===== config.mk =====
export PLATFORM = sky130hd
export DESIGN_NAME = life_engine_ctrl
export DESIGN_NICKNAME = d
export VERILOG_FILES = /design/src/rtl/life_pkg.sv /design/src/rtl/life_next_gen.sv /design/src/rtl/life_engine_ctrl.sv
export SDC_FILE = /design/constraint.sdc
export NUM_CORES = 1
export LEC_CHECK = 0
export CAP_MARGIN = 20
export CELL_PAD_IN_SITES_DETAIL_PLACEMENT = 0
export CELL_PAD_IN_SITES_GLOBAL_PLACEMENT = 1
export CORE_UTILIZATION = 47
export CTS_CLUSTER_DIAMETER = 40
export CTS_CLUSTER_SIZE = 12
export DETAILED_ROUTE_END_ITERATION = 10
export HOLD_SLACK_MARGIN = 0.03
export PLACE_DENSITY_LB_ADDON = 0.1
export REMOVE_ABC_BUFFERS = 1
export SYNTH_ARGS = -nofsm -noshare
export SYNTH_HDL_FRONTEND = slang
export SYNTH_HIERARCHICAL = 1
export SYNTH_SLANG_ARGS = --single-unit

===== constraint.sdc =====
create_clock -name clk -period 7.3 [get_ports clk]
set_clock_uncertainty 0.2 [all_clocks]
set_input_delay 1.095 -clock clk [delete_from_list [all_inputs] [get_ports clk]]
set_output_delay 1.095 -clock clk [all_outputs]
set_load 0.05 [all_outputs]

===== src/rtl/life_pkg.sv =====
// life_pkg: shared FSM state encoding and grid cell indexing for the Life engine
package life_pkg;
    typedef enum logic [1:0] {IDLE, RUN, HALT} life_state_t;

    function automatic int cell_idx(input int r, input int c, input int cols);
        return r * cols + c;
    endfunction
endpackage


===== src/rtl/life_next_gen.sv =====
// life_next_gen: combinational Game-of-Life rule applied to every cell of the grid
module life_next_gen
    import life_pkg::*;
#(
    parameter int ROWS  = 8,
    parameter int COLS  = 8,
    parameter int TORUS = 0
) (
    input  logic [ROWS*COLS-1:0] cur,
    output logic [ROWS*COLS-1:0] nxt
);
    for (genvar r = 0; r < ROWS; r++) begin : g_row
        for (genvar c = 0; c < COLS; c++) begin : g_col
            logic [8:0] nb;
            logic [3:0] n;
            // k walks the 3x3 window; the wrapped index is always in range and ON masks it off-torus
            for (genvar k = 0; k < 9; k++) begin : g_nb
                localparam int RR  = r + k / 3 - 1;
                localparam int CC  = c + k % 3 - 1;
                localparam bit ON  = RR >= 0 && RR < ROWS && CC >= 0 && CC < COLS;
                localparam int IDX = cell_idx((RR + ROWS) % ROWS, (CC + COLS) % COLS, COLS);
                assign nb[k] = k != 4 && (TORUS != 0 || ON) && cur[IDX];
            end
            always_comb begin
                n = '0;
                for (int i = 0; i < 9; i++) n = n + {3'b0, nb[i]};
            end
            assign nxt[cell_idx(r, c, COLS)] = n == 4'd3 || (cur[cell_idx(r, c, COLS)] && n == 4'd2);
        end
    end
endmodule


===== src/rtl/life_engine_ctrl.sv =====
// life_engine_ctrl: Life grid register, generation FSM, rate divider, counter and status flags
module life_engine_ctrl
    import life_pkg::*;
#(
    parameter int ROWS      = 8,
    parameter int COLS      = 8,
    parameter int TORUS     = 0,
    parameter int GEN_DIV   = 1,
    parameter int GEN_W     = 16,
    parameter int AUTO_HALT = 1
) (
    input  logic                 clk,
    input  logic                 reset,
    input  logic                 load,
    input  logic [ROWS*COLS-1:0] seed,
    input  logic                 run,
    input  logic                 step,
    output logic [ROWS*COLS-1:0] grid,
    output logic [GEN_W-1:0]     gen_count,
    output logic                 gen_valid,
    output logic                 running,
    output logic                 stable,
    output logic                 osc2,
    output logic                 extinct
);
    localparam int N = ROWS * COLS;
    localparam int DIV_W = GEN_DIV > 1 ? $clog2(GEN_DIV) : 1;
    localparam logic [DIV_W-1:0] DIV_LAST = DIV_W'(GEN_DIV - 1);

    life_state_t      state_q, state_d;
    logic [N-1:0]     grid_q, grid_d, prev_q, prev_d, nxt;
    logic [GEN_W-1:0] gen_q, gen_d;
    logic [DIV_W-1:0] div_q, div_d;
    logic             valid_q, valid_d, adv, halt_hit;

    life_next_gen #(.ROWS(ROWS), .COLS(COLS), .TORUS(TORUS)) u_next (.cur(grid_q), .nxt(nxt));

    // prev_grid only holds a real generation once something has advanced since load
    always_comb begin
        stable   = nxt == grid_q;
        osc2     = gen_q != '0 && nxt == prev_q && !stable;
        extinct  = grid_q == '0;
        halt_hit = AUTO_HALT != 0 && (stable || osc2 || extinct);
    end

    always_comb begin
        state_d = state_q;
        grid_d  = grid_q;
        prev_d  = prev_q;
        gen_d   = gen_q;
        div_d   = div_q;
        adv     = 1'b0;
        if (load) begin
            grid_d  = seed;
            prev_d  = '0;
            gen_d   = '0;
            div_d   = '0;
            state_d = IDLE;
        end else begin
            unique case (state_q)
                IDLE: begin
                    state_d = run ? RUN : IDLE;
                    adv     = !run && step;
                end
                RUN: begin
                    state_d = !run ? IDLE : halt_hit ? HALT : RUN;
                    adv     = run && !halt_hit && div_q == DIV_LAST;
                    div_d   = (!run || halt_hit || adv) ? '0 : div_q + 1'b1;
                end
                HALT: state_d = run ? HALT : IDLE;
                default: state_d = IDLE;
            endcase
            if (adv) begin
                prev_d = grid_q;
                grid_d = nxt;
                gen_d  = &gen_q ? gen_q : gen_q + 1'b1;
            end
        end
        valid_d = adv;
    end

    always_ff @(posedge clk or posedge reset) begin
        if (reset) begin
            state_q <= IDLE;
            grid_q  <= '0;
            prev_q  <= '0;
            gen_q   <= '0;
            div_q   <= '0;
            valid_q <= 1'b0;
        end else begin
            state_q <= state_d;
            grid_q  <= grid_d;
            prev_q  <= prev_d;
            gen_q   <= gen_d;
            div_q   <= div_d;
            valid_q <= valid_d;
        end
    end

    assign grid      = grid_q;
    assign gen_count = gen_q;
    assign gen_valid = valid_q;
    assign running   = state_q == RUN;
endmodule


==> Word-level counts from Yosys, hierarchy flattened <==
Cells that the tools add are included.
{ "totals": {"regBits": 148, "output_inout_bits": 85, "word_cells": 657, "in_bits": 69} }
{ "op_classes": {"add_sub_neg": 351, "n_bitwise": 1, "eq_ne": 133, "n_mux": 19, "reduce_logical": 147} }
{ "op_table": {"columns": ["op", "count"], "rows": [
  ["$add 4x1->4", 261],
  ["$eq 4x2->1 const B", 126],
  ["$mux 64", 4],
  ["$eq 64x64->1", 2],
  ["$add 1x1->2", 57],
  ["$logic_and 1x1->1", 69],
  ["$logic_or 1x1->1", 68],
  ["$logic_not 64->1", 1],
  ["$add 3x1->4", 15],
  ["$add 2x1->3", 16],
  ["$mux 16", 3],
  ["$add 16x1->16 const B", 1],
  ["$reduce_and 16->1", 1],
  ["$reduce_bool 16->1", 1],
  ["$mux 2", 4],
  ["$eq 3x2->1 const B", 2],
  ["$mux 1", 6],
  ["$pmux 2 s3", 1],
  ["$reduce_bool 2->1", 2],
  ["$logic_not 1->1", 3],
  ["$eq 2x1->1 const B", 1],
  ["$eq 2x2->1 const B", 1],
  ["$logic_not 2->1", 1],
  ["$ne 2x2->1 const B", 1],
  ["other kinds (4)", 4]
]} }

==> Longest topological paths before layout <==
Gate-level depths: netlist of run 1.
{ "depth": {"ltp_word": 22, "depth_mapped": 19, "mapped_depth_nobuf": 17} }

==> Cells and area by module <==
The synthesis of run 1 kept the hierarchy.
{ "by_module_without_submodules": {"columns": ["module", "instances", "area_per_inst_um2", "seq_area_each_um2", "cells_each"], "rows": [
  ["life_engine_ctrl", 1, 8092.8, 3703.6, 805],
  ["life_next_gen", 1, 8041.5, 0.0, 833]
]} }

==> Worst setup path before layout of run 1 <==
OpenSTA, ideal clock, no wires.
{ "synth_path": {"path_type": "reg2out", "from": "register grid_q[34] (netlist: grid[34])", "to": "output port osc2", "arrival_ns": 5.570, "stages_incl_launch_ff": 15, "required_time_ns": 6.005, "setup_slack_ns": 0.435, "path_buffers": 0, "path_cell_list": "dfrtp_1 inv_1 fa_1 fa_1 fa_1 inv_1 ha_1 fa_1 or2_2 a21oi_1 xor2_1 nor4_1 nand4_1 nor4_4 nor2_1"} }
{ "synth_between": {"elab_chain_cells": 13, "word_cells_on_any_way": 74, "classes_between": "add/sub (35); eq/ne (18); reduce/logical (21)"} }
{ "synth_lines": {"columns": ["element", "line", "source"], "rows": [
  ["start: declaration", "life_engine_ctrl.sv:31", "logic [N-1:0] grid_q, grid_d, prev_q, prev_d, nxt;"],
  ["start signal: assignment", "life_engine_ctrl.sv:92", "grid_q <= grid_d;"],
  ["$add 1x1->2 (*)", "life_next_gen.sv:26", "for (int i = 0; i < 9; i++) n = n + {3'b0, nb[i]};"],
  ["$add 4x1->4 (*) (6 in series)", "life_next_gen.sv:26", null],
  ["$eq 4x2->1", "life_next_gen.sv:28", "assign nxt[cell_idx(r, c, COLS)] = n == 4'd3 || (cur[cell_idx(r, c, COLS)] && n == 4'd2);"],
  ["$logic_and 1x1->1", "life_next_gen.sv:28", null],
  ["$logic_or 1x1->1 (*)", "life_next_gen.sv:28", null],
  ["named net nxt[43]", "life_engine_ctrl.sv:31", null],
  ["$eq 64x64->1 (*)", "life_engine_ctrl.sv:40", "stable = nxt == grid_q;"],
  ["named net stable", "life_engine_ctrl.sv:22", "output logic stable,"],
  ["$logic_not 1->1 (*)", "life_engine_ctrl.sv:41", "osc2 = gen_q != '0 && nxt == prev_q && !stable;"],
  ["$logic_and 1x1->1 (*)", "life_engine_ctrl.sv:41", null],
  ["end: declaration", "life_engine_ctrl.sv:23", "output logic osc2,"]
]} }
Mark *: on every way through the listed nets, which the timed path passes. The rest lies on a longest branch.

==> Worst setup path after layout of run 1 <==
{ "layout_path": {"from": "register grid_q[19] (netlist: grid[19])", "to": "output port osc2"} }
{ "layout_between": {"elab_chain_cells": 13, "word_cells_on_any_way": 74, "classes_between": "add/sub (35); eq/ne (18); reduce/logical (21)"} }
{ "layout_lines": {"columns": ["element", "line"], "rows": [
  ["$add 1x1->2 (*)", "life_next_gen.sv:26"],
  ["$add 4x1->4 (*) (6 in series)", "life_next_gen.sv:26"],
  ["$eq 4x2->1", "life_next_gen.sv:28"],
  ["$logic_and 1x1->1", "life_next_gen.sv:28"],
  ["$logic_or 1x1->1 (*)", "life_next_gen.sv:28"],
  ["named net nxt[27]", "life_engine_ctrl.sv:31"],
  ["$eq 64x64->1 (on tied branches)", "life_engine_ctrl.sv:41, life_engine_ctrl.sv:40"],
  ["$logic_and 1x1->1 or $logic_not 1->1 (tied branches)", "life_engine_ctrl.sv:41"],
  ["$logic_and 1x1->1 (*)", "life_engine_ctrl.sv:41"]
]} }
Marks and branches as above.

==> results.cfg, run 1 <==
[status]
status = finished, final reports clean

[worst_setup_path]
cp_max_fo = 8
cp.arrival_ps = 5870
end_kind = primary output
worstPathRequired_ps = 6000
setup.worst_path.start_class = flip-flop
critical_path_class = reg2out

[timing]
finalCritPeriodShare = 0.982
final_max_slew_viol_count = 0
min_period_ps = 7170
finalSetupTns_ps = 0
setup_viol_count_final = 0
hold_viol = 0
rsz0062_at_grt = false
tightestPinTransition_ps = 968
max_freq_ghz = 0.139
max_slew_margin = 0.354

[synthesis]
synth-main-ff-cell = dfrtp_1
synth_edf_count = 0
synth-async-reset-ratio = 1.00
synth_area_leaders = fa_1 25%, dfrtp_1 23%, ha_1 12%
ys_ff_latch = 148
synth_cell_types = 54
synthCells = 1638
yosysWarnings = 6
synth_area_leader_cell = fa_1
ys_seq_area_frac = 0.230
syn_area_sq_mm = 0.0161
yosys.area.top_type_share = 0.246
postSynthAreaPerCell_sq_um = 9.85

[layout]
final_common_cell = inv_1
area_growth_pct = 18.8
drive_above_1_share = 0.0842
nets = 2259
mostFrequentLayoutCells = 259 x inv_1, 198 x fa_1, 150 x ha_1, 150 x clkdlybuf4s50_1, 147 x dfrtp_1

[grt]
grt_first_pass_wirelength_um = 79900
grt_pass1_vias = 13100
grtUsageTotal = 0.305
grt_max_degree = 101
grt_overflow = 0
grt_antenna_before_repair = 2

[drt]
via_count = 12800
dr.pass1.iters = 5
avgRoutedWirePerCell_um = 22.2
antenna_left = 0
drt_iter0_drc = 871
drc = 0
viasPerCell = 5.57
wl_um = 51100

[placed_design]
dp_hpwl_um = 38400
gp_congestion = 0.946
io_buffers = 153

[cts]
cts_buffers = 17
clock_latency_ps = 450
cts_hold_buf = 0
cts_root_buf = clkbuf_16
cts_max_path_buffers = 2
cts_tree = built
cts.clk_slew.worst_paths_ps = 60
clock-sinks = 148
h-tree-depth = 4

[die]
rows = 67
die_area_sq_mm = 0.0351
die_y_um = 187
dieWidth_um = 187
ioPinCount = 154
floorplan.initialDensity = 0.480
coreArea_sq_mm = 0.0336

[min_path]
hold_class = reg2reg

[flow_run]
max-cap-violations = 0
area by class of cell:
class	instances	area, sq um
Tap cell	448	561
Clock buffer	21	480
Timing Repair Buffer	231	2170
Antenna cell	1	2.50
Clock inverter	8	103
Sequential cell	148	3700
Fill cell	3005	14400
Multi-Input combinational cell	1182	11200
Inverter	262	996
per-stage QoR:
| stage | std cells | util | hold WS (ps) | cell area [sq um] | setup WS, ps |
|---|---|---|---|---|---|
| detailed placement | 2263 | 0.551 | 323 | 18500 | 506 |
| global placement | 2263 | 0.551 | 306 | 18500 | 424 |
| global route | 2300 | 0.570 | 347 | 19200 | 4.98 |
| floorplan | 1592 | - | 269 | 15800 | -392 |
| CTS | 2292 | 0.568 | 325 | 19100 | 1.50 |
| finish | 2301 | 0.570 | 325 | 19200 | 131 |
routing by layer:
metal / GRT usage / routed length [um] / vias to the layer above
li1: - / - / 5846
met1: 0.422 / 22700 / 6488
met2: 0.467 / 23400 / 392
met3: 0.0700 / 3360 / 78
met4: 0.107 / 1490 / 4
met5: 0.0206 / 108 / -
cell families (layout without fill, tap and decap cells):
group,Yosys count,in the layout,synth area share
muxes,1,1,0.000620
AOI/OAI and AO/OA,255,255,0.112
other,0,1,0
xor gates and xnor gates,132,132,0.0717
buffers and inverters,308,522,0.0798
DFF,148,148,0.230
adders and majority gates,348,348,0.362
and+or+nand+nor,446,446,0.144
sequential cells by signal, summed over array words and instances, names as in the netlist:
register,flops
state_q,2
grid,64
div_q,1
prev_q,64
gen_count,16
gen_valid,1
final timing paths:
check | startpoint | to | slack [ps] | depth (start not counted)
setup / recovery | grid[19] | osc2 | 130 | 16
hold / removal | state_q[1] | state_q[0] | 320 | 1
setup reg to reg | grid[19] | grid[7] | 670 | 19
hold reg to reg | state_q[1] | state_q[0] | 320 | 1
max in group asynchronous | reset | grid[35] | 4470 | 3
min in group asynchronous | reset | gen_count[13] | 1050 | 2
critical path: stages, from the launching register on:
cell     delay, ps
dfrtp_1        500
inv_1          140
buf_4          220
fa_1           530
fa_1           440
fa_1           510
inv_1           50
ha_1           200
fa_1           390
or2_2          300
a21oi_1        430
xor2_1         200
nor4_1         320
nand4_1        250
nor4_4         550
nor2_1         200
buf_12         200
Yosys cell counts (10+ instances only):
| library cell | n |
|---|---|
| nor2_1 | 51 |
| nand4_1 | 15 |
| o221a_1 | 60 |
| dfrtp_1 | 148 |
| a21oi_1 | 124 |
| or2_2 | 24 |
| nor3b_1 | 26 |
| nor4_1 | 51 |
| nor3_1 | 13 |
| xor2_1 | 124 |
| nand2b_1 | 66 |
| a31oi_1 | 12 |
| inv_1 | 262 |
| o21ai_0 | 30 |
| nand2_1 | 143 |
| buf_2 | 15 |
| ha_1 | 150 |
| clkbuf_1 | 17 |
| nand3_1 | 30 |
| nor2b_1 | 10 |
| fa_1 | 198 |
repair_timing:
action,CTS,global route
setup endpoints to repair,0,2
setup buffers,0,8
resized for setup,0,5
Power of run 1 is left out: the tool's default activity adds up to more than one toggle a clock period on the data nets, which glitch-free logic cannot reach.
==> run 2, diff against run 1 <==
==> constraint.sdc (replaced) <==
create_clock -name clk -period 6.7 [get_ports clk]
set_clock_uncertainty 0.2 [all_clocks]
set_input_delay 1.005 -clock clk [delete_from_list [all_inputs] [get_ports clk]]
set_output_delay 1.005 -clock clk [all_outputs]
set_load 0.05 [all_outputs]
==> run 2 against run 1 <==
  * Via count grew 1.5%
  * Setup slack lost 30 ps
  * Global-route usage shrank 0.24 points
  * Sequential share of layout area shrank 0.47 points
  * Register-to-register slack lost 360 ps
  * Die area is the same
  * Critical path depth grew 1
  * Sequential cell count is the same
  * Non-clock buffer count grew 39
  * First-iteration DRC count shrank 0.57%
  * Routed wire length grew 0.16%
  * Cell count grew 1.8%
  * Critical endpoint is now stable
  * Largest cell class unchanged
==> results.cfg, run 2 (synthesized netlist as in run 1, its figures left out) <==
[timing]
final_max_slew_viol_count = 0
setup_viol_count_final = 0
max_slew_margin = 0.313
hold_viol = 0
tightestPinTransition_ps = 1030
min_period_ps = 6600
finalSetupTns_ps = 0
max_freq_ghz = 0.152
finalCritPeriodShare = 0.985

[die]
die_y_um = 187
dieWidth_um = 187
rows = 67
die_area_sq_mm = 0.0351
ioPinCount = 154
floorplan.initialDensity = 0.480
coreArea_sq_mm = 0.0336

[worst_setup_path]
ff2ff_setup_slack_ps = 310
critPathMaxStageDelay_ps = 560
crit_slowest_cell = fa_1
worstPathRequired_ps = 5490
critical_path_class = reg2out
cp.arrival_ps = 5390
crit_chain = clkinvlp_4, buf_4, fa_1, fa_1, fa_1, inv_1, ha_1, fa_1, or2_2, a21oi_1, xor2_1, nor4_2, nand4_1, nor4_4, buf_4, buf_4, buf_12
setup.worst_path.start_class = flip-flop
cp_max_fo = 4
end_kind = primary output
path_common_cell = fa_1

[layout]
register_area_sq_mm = 0.00371
mostFrequentLayoutCells = 250 x inv_1, 198 x fa_1, 150 x ha_1, 150 x clkdlybuf4s50_1, 145 x dfrtp_1
antennaDiodeCount = 0
area_growth_pct = 21.9
num-fill-cells = 2992
multi_input_area_sq_mm = 0.0113
drive_above_1_share = 0.122
final_common_cell = inv_1
nets = 2298

[drt]
dr.pass1.iters = 5
wl_met1_um = 23000
wl_um = 51100
drc = 0
drt_iter0_drc = 866
avgRoutedWirePerCell_um = 21.8
antenna_left = 0
wl_met2_um = 24000
via_count = 13000
wl_met3_um = 3140
viasPerCell = 5.55
top_layer = met4

[grt]
grt_overflow = 0
grt_antenna_before_repair = 0
grt_first_pass_wirelength_um = 80000
grt_pass1_vias = 13400
grtUsageTotal = 0.303
grt_max_degree = 72

[flow_run]
max-cap-violations = 0

[cts]
clock-sinks = 148
cts_tree = built
cts_hold_buf = 0
cts_max_path_buffers = 2
cts.clk_slew.worst_paths_ps = 60
clock_latency_ps = 450
cts_root_buf = clkbuf_16
cts_buffers = 17
h-tree-depth = 4

[placed_design]
gp_congestion = 0.969
dp_hpwl_um = 38600
io_buffers = 153

[status]
status = finished, final reports clean

[min_path]
hold_class = reg2reg
==> run 2: final cells by class <==
cell class | count | area share
Tap cell | 448 | 0.0285
Clock inverter | 15 | 0.00859
Multi-Input combinational cell | 1182 | 0.574
Sequential cell | 148 | 0.189
Inverter | 262 | 0.0520
Clock buffer | 17 | 0.0216
Timing Repair Buffer | 270 | 0.127
==> run 2: timing repair <==
item	in CTS	in global routing
setup endpoints to repair	3	44
buffers inserted	5	16
gates resized for setup	11	33
pin swaps	1	0
==> run 2: metrics by stage <==
stage | util | setup slack (ps) | hold slack, ps | instance area [sq um] | cells
2_1_floorplan | - | -992 | 269 | 15800 | 1592
3_3_place_gp | 0.557 | 2.13 | 293 | 18700 | 2289
3_5_place_dp | 0.557 | -57.3 | 314 | 18700 | 2289
4_1_cts | 0.577 | 10.4 | 315 | 19400 | 2326
5_1_grt | 0.585 | -53.0 | 355 | 19700 | 2342
6_report | 0.585 | 100 | 315 | 19700 | 2342
==> run 2: path summary, 6_finish.rpt <==
check / cells past startpoint / end / start
max: 17 / stable / grid[29]
min: 1 / state_q[0] / state_q[1]
max reg2reg: 20 / grid[37] / grid[4]
min reg2reg: 1 / state_q[0] / state_q[1]
max in group asynchronous: 3 / grid[4] / reset
min in group asynchronous: 2 / grid[49] / reset
==> run 2: routing by layer <==
layer / vias to the layer above / track usage
li1: 5939 / -
met4: 0 / 0.0867
met5: - / 0
met3: 56 / 0.0460
met1: 6593 / 0.432
met2: 413 / 0.477
==> run 2: critical path: cells and delay by family (launching register included) <==
kind	cells	cell delay (ps)
buffers and inverters	6	790
AO/OA/AOI/OAI	1	260
adder cells (fa/ha/maj)	5	2080
XOR/XNOR	1	170
flip-flops	1	390
AND/OR/NAND/NOR	4	1240
Power of run 2 is left out for the same reason.
